### src/rtl/regfile_sweep_engine.sv
// Fill/dump sweep engine for the 16x16 register file port set.
// Fill writes an arithmetic sequence; dump reads registers out over a valid/ready port.
module regfile_sweep_engine #(
    parameter int FIRST_REG = 0,
    parameter int LAST_REG  = 15
) (
    input  logic        clk,
    input  logic        rst,
    input  logic        start,
    input  logic        mode,
    input  logic [15:0] fill_base,
    input  logic [15:0] fill_step,
    input  logic        abort,
    output logic [3:0]  rf_src_reg,
    input  logic [15:0] rf_src_data,
    output logic [3:0]  rf_dst_reg,
    output logic        rf_write,
    output logic [15:0] rf_dst_data,
    output logic        dump_valid,
    input  logic        dump_ready,
    output logic [15:0] dump_data,
    output logic [3:0]  dump_idx,
    output logic        busy,
    output logic        done
);

    // state      | meaning
    // S_IDLE     | waiting for start
    // S_FILL     | one register written per cycle
    // S_DUMP_RD  | read select driven, data captured at next edge
    // S_DUMP_OUT | dump word held until handshake
    // S_DONE     | one-cycle completion pulse
    typedef enum logic [2:0] {
        S_IDLE,
        S_FILL,
        S_DUMP_RD,
        S_DUMP_OUT,
        S_DONE
    } state_t;

    localparam logic [3:0] FIRST_IDX = 4'(FIRST_REG);
    localparam logic [3:0] LAST_IDX  = 4'(LAST_REG);

    state_t      state_q, state_d;
    logic [3:0]  idx_q, idx_d;
    logic [15:0] acc_q, acc_d;
    logic [15:0] step_q, step_d;
    logic [3:0]  rf_src_reg_q, rf_src_reg_d;
    logic [3:0]  rf_dst_reg_q, rf_dst_reg_d;
    logic        rf_write_q, rf_write_d;
    logic [15:0] rf_dst_data_q, rf_dst_data_d;
    logic        dump_valid_q, dump_valid_d;
    logic [15:0] dump_data_q, dump_data_d;
    logic [3:0]  dump_idx_q, dump_idx_d;
    logic        busy_q, busy_d;
    logic        done_q, done_d;

    // In FILL, idx_q/acc_q mirror the register and value being written this cycle.
    always_comb begin
        state_d       = state_q;
        idx_d         = idx_q;
        acc_d         = acc_q;
        step_d        = step_q;
        rf_src_reg_d  = rf_src_reg_q;
        rf_dst_reg_d  = rf_dst_reg_q;
        rf_write_d    = 1'b0;
        rf_dst_data_d = rf_dst_data_q;
        dump_valid_d  = dump_valid_q;
        dump_data_d   = dump_data_q;
        dump_idx_d    = dump_idx_q;
        busy_d        = busy_q;
        done_d        = 1'b0;

        case (state_q)
            S_IDLE: begin
                if (start) begin
                    idx_d  = FIRST_IDX;
                    acc_d  = fill_base;
                    step_d = fill_step;
                    busy_d = 1'b1;
                    if (mode) begin
                        state_d       = S_FILL;
                        rf_write_d    = 1'b1;
                        rf_dst_reg_d  = FIRST_IDX;
                        rf_dst_data_d = fill_base;
                    end else begin
                        state_d      = S_DUMP_RD;
                        rf_src_reg_d = FIRST_IDX;
                    end
                end
            end
            S_FILL: begin
                if (idx_q == LAST_IDX) begin
                    state_d = S_DONE;
                    done_d  = 1'b1;
                end else begin
                    idx_d         = idx_q + 4'd1;
                    acc_d         = acc_q + step_q;
                    rf_write_d    = 1'b1;
                    rf_dst_reg_d  = idx_q + 4'd1;
                    rf_dst_data_d = acc_q + step_q;
                end
            end
            S_DUMP_RD: begin
                dump_data_d  = rf_src_data;
                dump_idx_d   = idx_q;
                dump_valid_d = 1'b1;
                state_d      = S_DUMP_OUT;
            end
            S_DUMP_OUT: begin
                if (dump_valid_q && dump_ready) begin
                    dump_valid_d = 1'b0;
                    if (idx_q == LAST_IDX) begin
                        state_d = S_DONE;
                        done_d  = 1'b1;
                    end else begin
                        idx_d        = idx_q + 4'd1;
                        rf_src_reg_d = idx_q + 4'd1;
                        state_d      = S_DUMP_RD;
                    end
                end
            end
            S_DONE: begin
                state_d = S_IDLE;
                busy_d  = 1'b0;
            end
            default: begin
                state_d = S_IDLE;
                busy_d  = 1'b0;
            end
        endcase

        // Abort wins over any handshake; the write already on the pins still lands.
        if (abort && state_q != S_IDLE) begin
            state_d      = S_IDLE;
            rf_write_d   = 1'b0;
            dump_valid_d = 1'b0;
            busy_d       = 1'b0;
            done_d       = 1'b0;
        end
    end

    always_ff @(posedge clk or negedge rst) begin
        if (!rst) begin
            state_q       <= S_IDLE;
            idx_q         <= FIRST_IDX;
            acc_q         <= '0;
            step_q        <= '0;
            rf_src_reg_q  <= '0;
            rf_dst_reg_q  <= '0;
            rf_write_q    <= 1'b0;
            rf_dst_data_q <= '0;
            dump_valid_q  <= 1'b0;
            dump_data_q   <= '0;
            dump_idx_q    <= '0;
            busy_q        <= 1'b0;
            done_q        <= 1'b0;
        end else begin
            state_q       <= state_d;
            idx_q         <= idx_d;
            acc_q         <= acc_d;
            step_q        <= step_d;
            rf_src_reg_q  <= rf_src_reg_d;
            rf_dst_reg_q  <= rf_dst_reg_d;
            rf_write_q    <= rf_write_d;
            rf_dst_data_q <= rf_dst_data_d;
            dump_valid_q  <= dump_valid_d;
            dump_data_q   <= dump_data_d;
            dump_idx_q    <= dump_idx_d;
            busy_q        <= busy_d;
            done_q        <= done_d;
        end
    end

    assign rf_src_reg  = rf_src_reg_q;
    assign rf_dst_reg  = rf_dst_reg_q;
    assign rf_write    = rf_write_q;
    assign rf_dst_data = rf_dst_data_q;
    assign dump_valid  = dump_valid_q;
    assign dump_data   = dump_data_q;
    assign dump_idx    = dump_idx_q;
    assign busy        = busy_q;
    assign done        = done_q;

endmodule

### config.mk
export PLATFORM = sky130hd
export DESIGN_NAME = regfile_sweep_engine
export DESIGN_NICKNAME = d
export VERILOG_FILES = /design/src/rtl/regfile_sweep_engine.sv
export SDC_FILE = /design/constraint.sdc
export NUM_CORES = 1
export LEC_CHECK = 0
export ABC_AREA = 1
export BUFFER_PORTS_ARGS = -buffer_cell sky130_fd_sc_hd__clkbuf_2
export CAP_MARGIN = 40
export CELL_PAD_IN_SITES_DETAIL_PLACEMENT = 1
export CELL_PAD_IN_SITES_GLOBAL_PLACEMENT = 1
export CORE_ASPECT_RATIO = 1.4
export CORE_MARGIN = 3
export CORE_UTILIZATION = 35
export CTS_CLUSTER_DIAMETER = 150
export DETAILED_ROUTE_END_ITERATION = 16
export PLACE_DENSITY = 0.77
export RECOVER_POWER = 50
export SETUP_SLACK_MARGIN = 0.15
export SLEW_MARGIN = 5
export SYNTH_ARGS = -nofsm -noshare
export SYNTH_HDL_FRONTEND = slang
export SYNTH_SLANG_ARGS = --single-unit
### constraint.sdc
create_clock -name clk -period 1.7 [get_ports clk]
set_input_delay 0.085 -clock clk [delete_from_list [all_inputs] [get_ports clk]]
set_output_delay 0.085 -clock clk [all_outputs]
set_load 0.02 [all_outputs]
==> flow_summary.toml <==
[sta]
hold_viol_final = 0
rsz0062_at_grt = "true"
setup_tns_ns = -3.867
worst_slack_ns = -0.3385
tightestPinTransition_ns = 0.7816
slew_headroom = 0.4790
fmax_ghz = 0.4905
clock_skew_ns = 0.009992
fin_crit_ns = 2.039
fin_crit_sh = 1.199
setup_viol = 26
final_max_slew_viol_count = 0

[run_status]
violations = "negative setup slack"
status = "finished with violations"

[placement]
port_buffers = 101
gp_congestion = 0.8791
dp_hpwl_mm = 10.78

[worst_setup_path]
worstPathRequired_ns = 1.93
startpoint = "step_q[6]"
crit_end = "rf_dst_data[14]"
critical_path_peak_fanout = 3
ff2ff_setup_slack_ns = -0.34
worst_r2r_endpoint = "rf_dst_data[14]"
end_kind = "flop"
r2r_cells = 11
cp-start-kind = "flop"
reg2reg_from = "step_q[6]"
crit_type = "flop to flop"
cp.arrival_ns = 2.27

[clock_tree]
cts_buffer_depth = 2
clk_latency_ns = 0.36
cts-root-buf = "clkbuf_16"
cts.sinks = 87
cts_max_level = 3
clk_pin_slew_worst_paths_ns = 0.07
tritoncts.num_buffers = 9
cts_tree = "yes"

[finish]
diodes = 0
ff_latch_area_um2 = 2180
final_cell_mix = "nand2_1, clkbuf_2, dfrtp_1, nand2_2"
multi_input_area_um2 = 2779
final_common_cell = "nand2_1"
nNetsFinal = 865
area_growth_pct = 59.99
fillers = 1464
layout-drive-gt1-share = 0.4581

[floorplanning]
coreArea_um2 = 12490
start_util = 0.3628
die_h_um = 140.6
die_w_um = 102.2
pin_count = 102
num_rows = 48
die_area_um2 = 14370

[route]
routed_via_density = 5.303
wl_mm = 20.44
vias = 5033
wl_per_cell_um = 21.54
first_pass_iters = 4
dr.first_iter.drc_count = 248
drc = 0
drtAntennaViolNets = 0

[global_route]
grt_start_max_net_pins = 47
antenna_found_initial = 0
overflow = 0
grt_pass1_wl_mm = 27.19
grt_pass1_vias = 5408
grt_use_total = 0.2445

[yosys]
synthCells = 589
synth-seq-area-share = 0.4804
synth_enable_flop_cells = 0
ys_types = 29
synth_nets = 660
ys_ff_latch = 87
syn_avg_cell_area_um2 = 7.694
yosys_warnings = 0
synthArstFlopShare = 1.000
synthFlopType = "dfrtp_1"
netlist_area_um2 = 4532

[flow_run]
drv_cap = 0

[worst_hold_path]
hold_path_class = "input port to flop"

[power_and_ir_drop]
peakVddDrop_mv = 1.063
leakagePower_uw = 0.003713
powerDensity_nw_per_um2 = 2407
finalPower_uw = 17450
through the flow:
step           instances  area, um^2  hold WS [ns]  setup slack [ns]    util
3_3_place_gp         857        5416       0.03992           -0.1312  0.4336
3_5_place_dp         857        5416       0.04784           -0.1509  0.4336
2_1_floorplan        589        4567       -0.2106           0.03648       -
5_1_grt              949        7251       0.05308           -0.3738  0.5804
6_report             949        7251       0.03750           -0.3385  0.5804
4_1_cts              929        6628       0.01696           -0.1024  0.5305
worst min-delay path by stage:
stage,startpoint,end,cells after the start
finish,fill_base[0],acc_q[0],3
CTS,fill_base[1],rf_dst_data[1],3
detailed placement,rst,busy,1
floorplan,rst,acc_q[0],0
global route,fill_base[1],acc_q[1],3
global placement,rst,busy,1
cells by family after synthesis:
| logic type | count (synthesis) | share of synthesized area |
|---|---|---|
| fa+ha+maj | 17 | 0.04859 |
| compound gates | 55 | 0.06571 |
| simple gates | 348 | 0.3211 |
| flops | 87 | 0.4804 |
| xor+xnor | 7 | 0.01353 |
| buf+inv | 75 | 0.07068 |
report_power, final:
group | switching (uW) | leakage, uW | internal (uW)
clock network | 927 | 0.000139 | 1040
logic | 6900 | 0.00248 | 4730
registers | 849 | 0.00109 | 3000
total | 8680 | 0.00371 | 8770
synth_stat cells (4+ instances only):
| cell type | count | area [um^2] |
|---|---|---|
| nand2_1 | 254 | 953.4 |
| dfrtp_1 | 87 | 2177 |
| inv_1 | 55 | 206.5 |
| nand3_1 | 44 | 220.2 |
| o21ai_0 | 30 | 150.1 |
| nor2_1 | 21 | 78.83 |
| ha_1 | 16 | 200.2 |
| a21oi_1 | 12 | 60.06 |
| or2_2 | 10 | 62.56 |
| buf_2 | 6 | 30.03 |
| inv_2 | 6 | 22.52 |
| nor2_2 | 5 | 31.28 |
| o22ai_1 | 5 | 31.28 |
| a31oi_1 | 4 | 25.02 |
| buf_6 | 4 | 45.04 |
| nor3_1 | 4 | 20.02 |
| xnor2_1 | 4 | 35.03 |
routing by layer:
layer / wire length [um] / share of wire / track usage
met5: 0 / 0 / 0
met3: 1000 / 0.049 / 0.04950
met4: 1370 / 0.067 / 0.1106
met1: 7145 / 0.35 / 0.2524
met2: 10920 / 0.53 / 0.4601
layout make-up:
type | instances | area share
timing repair inverter | 1 | 0.0005177
sequential | 87 | 0.3006
timing repair buffer | 207 | 0.2152
inverter | 61 | 0.03555
tap | 150 | 0.02588
clock inverter | 6 | 0.006040
clock buffer | 10 | 0.03296
multi-input combinational | 427 | 0.3833
critical path, cell delays in order, from the launching register on:
cell	delay (ns)
dfrtp_1	0.42
ha_4	0.30
buf_4	0.12
nand2_1	0.07
inv_1	0.09
nand2_1	0.09
nor3_1	0.26
nand2_2	0.13
nand3_1	0.16
nand3_4	0.10
nand3_2	0.08
nand2_1	0.08
timing repair:
item                                   CTS  global route
hold buffers                            32             1
setup endpoints to repair               58            77
buffers inserted                        22            17
cloned                                   2             2
resized for setup                       96           132
pin swaps                               34            34
endpoints found under the hold margin   57             1
(Power assumes the default switching activity.)
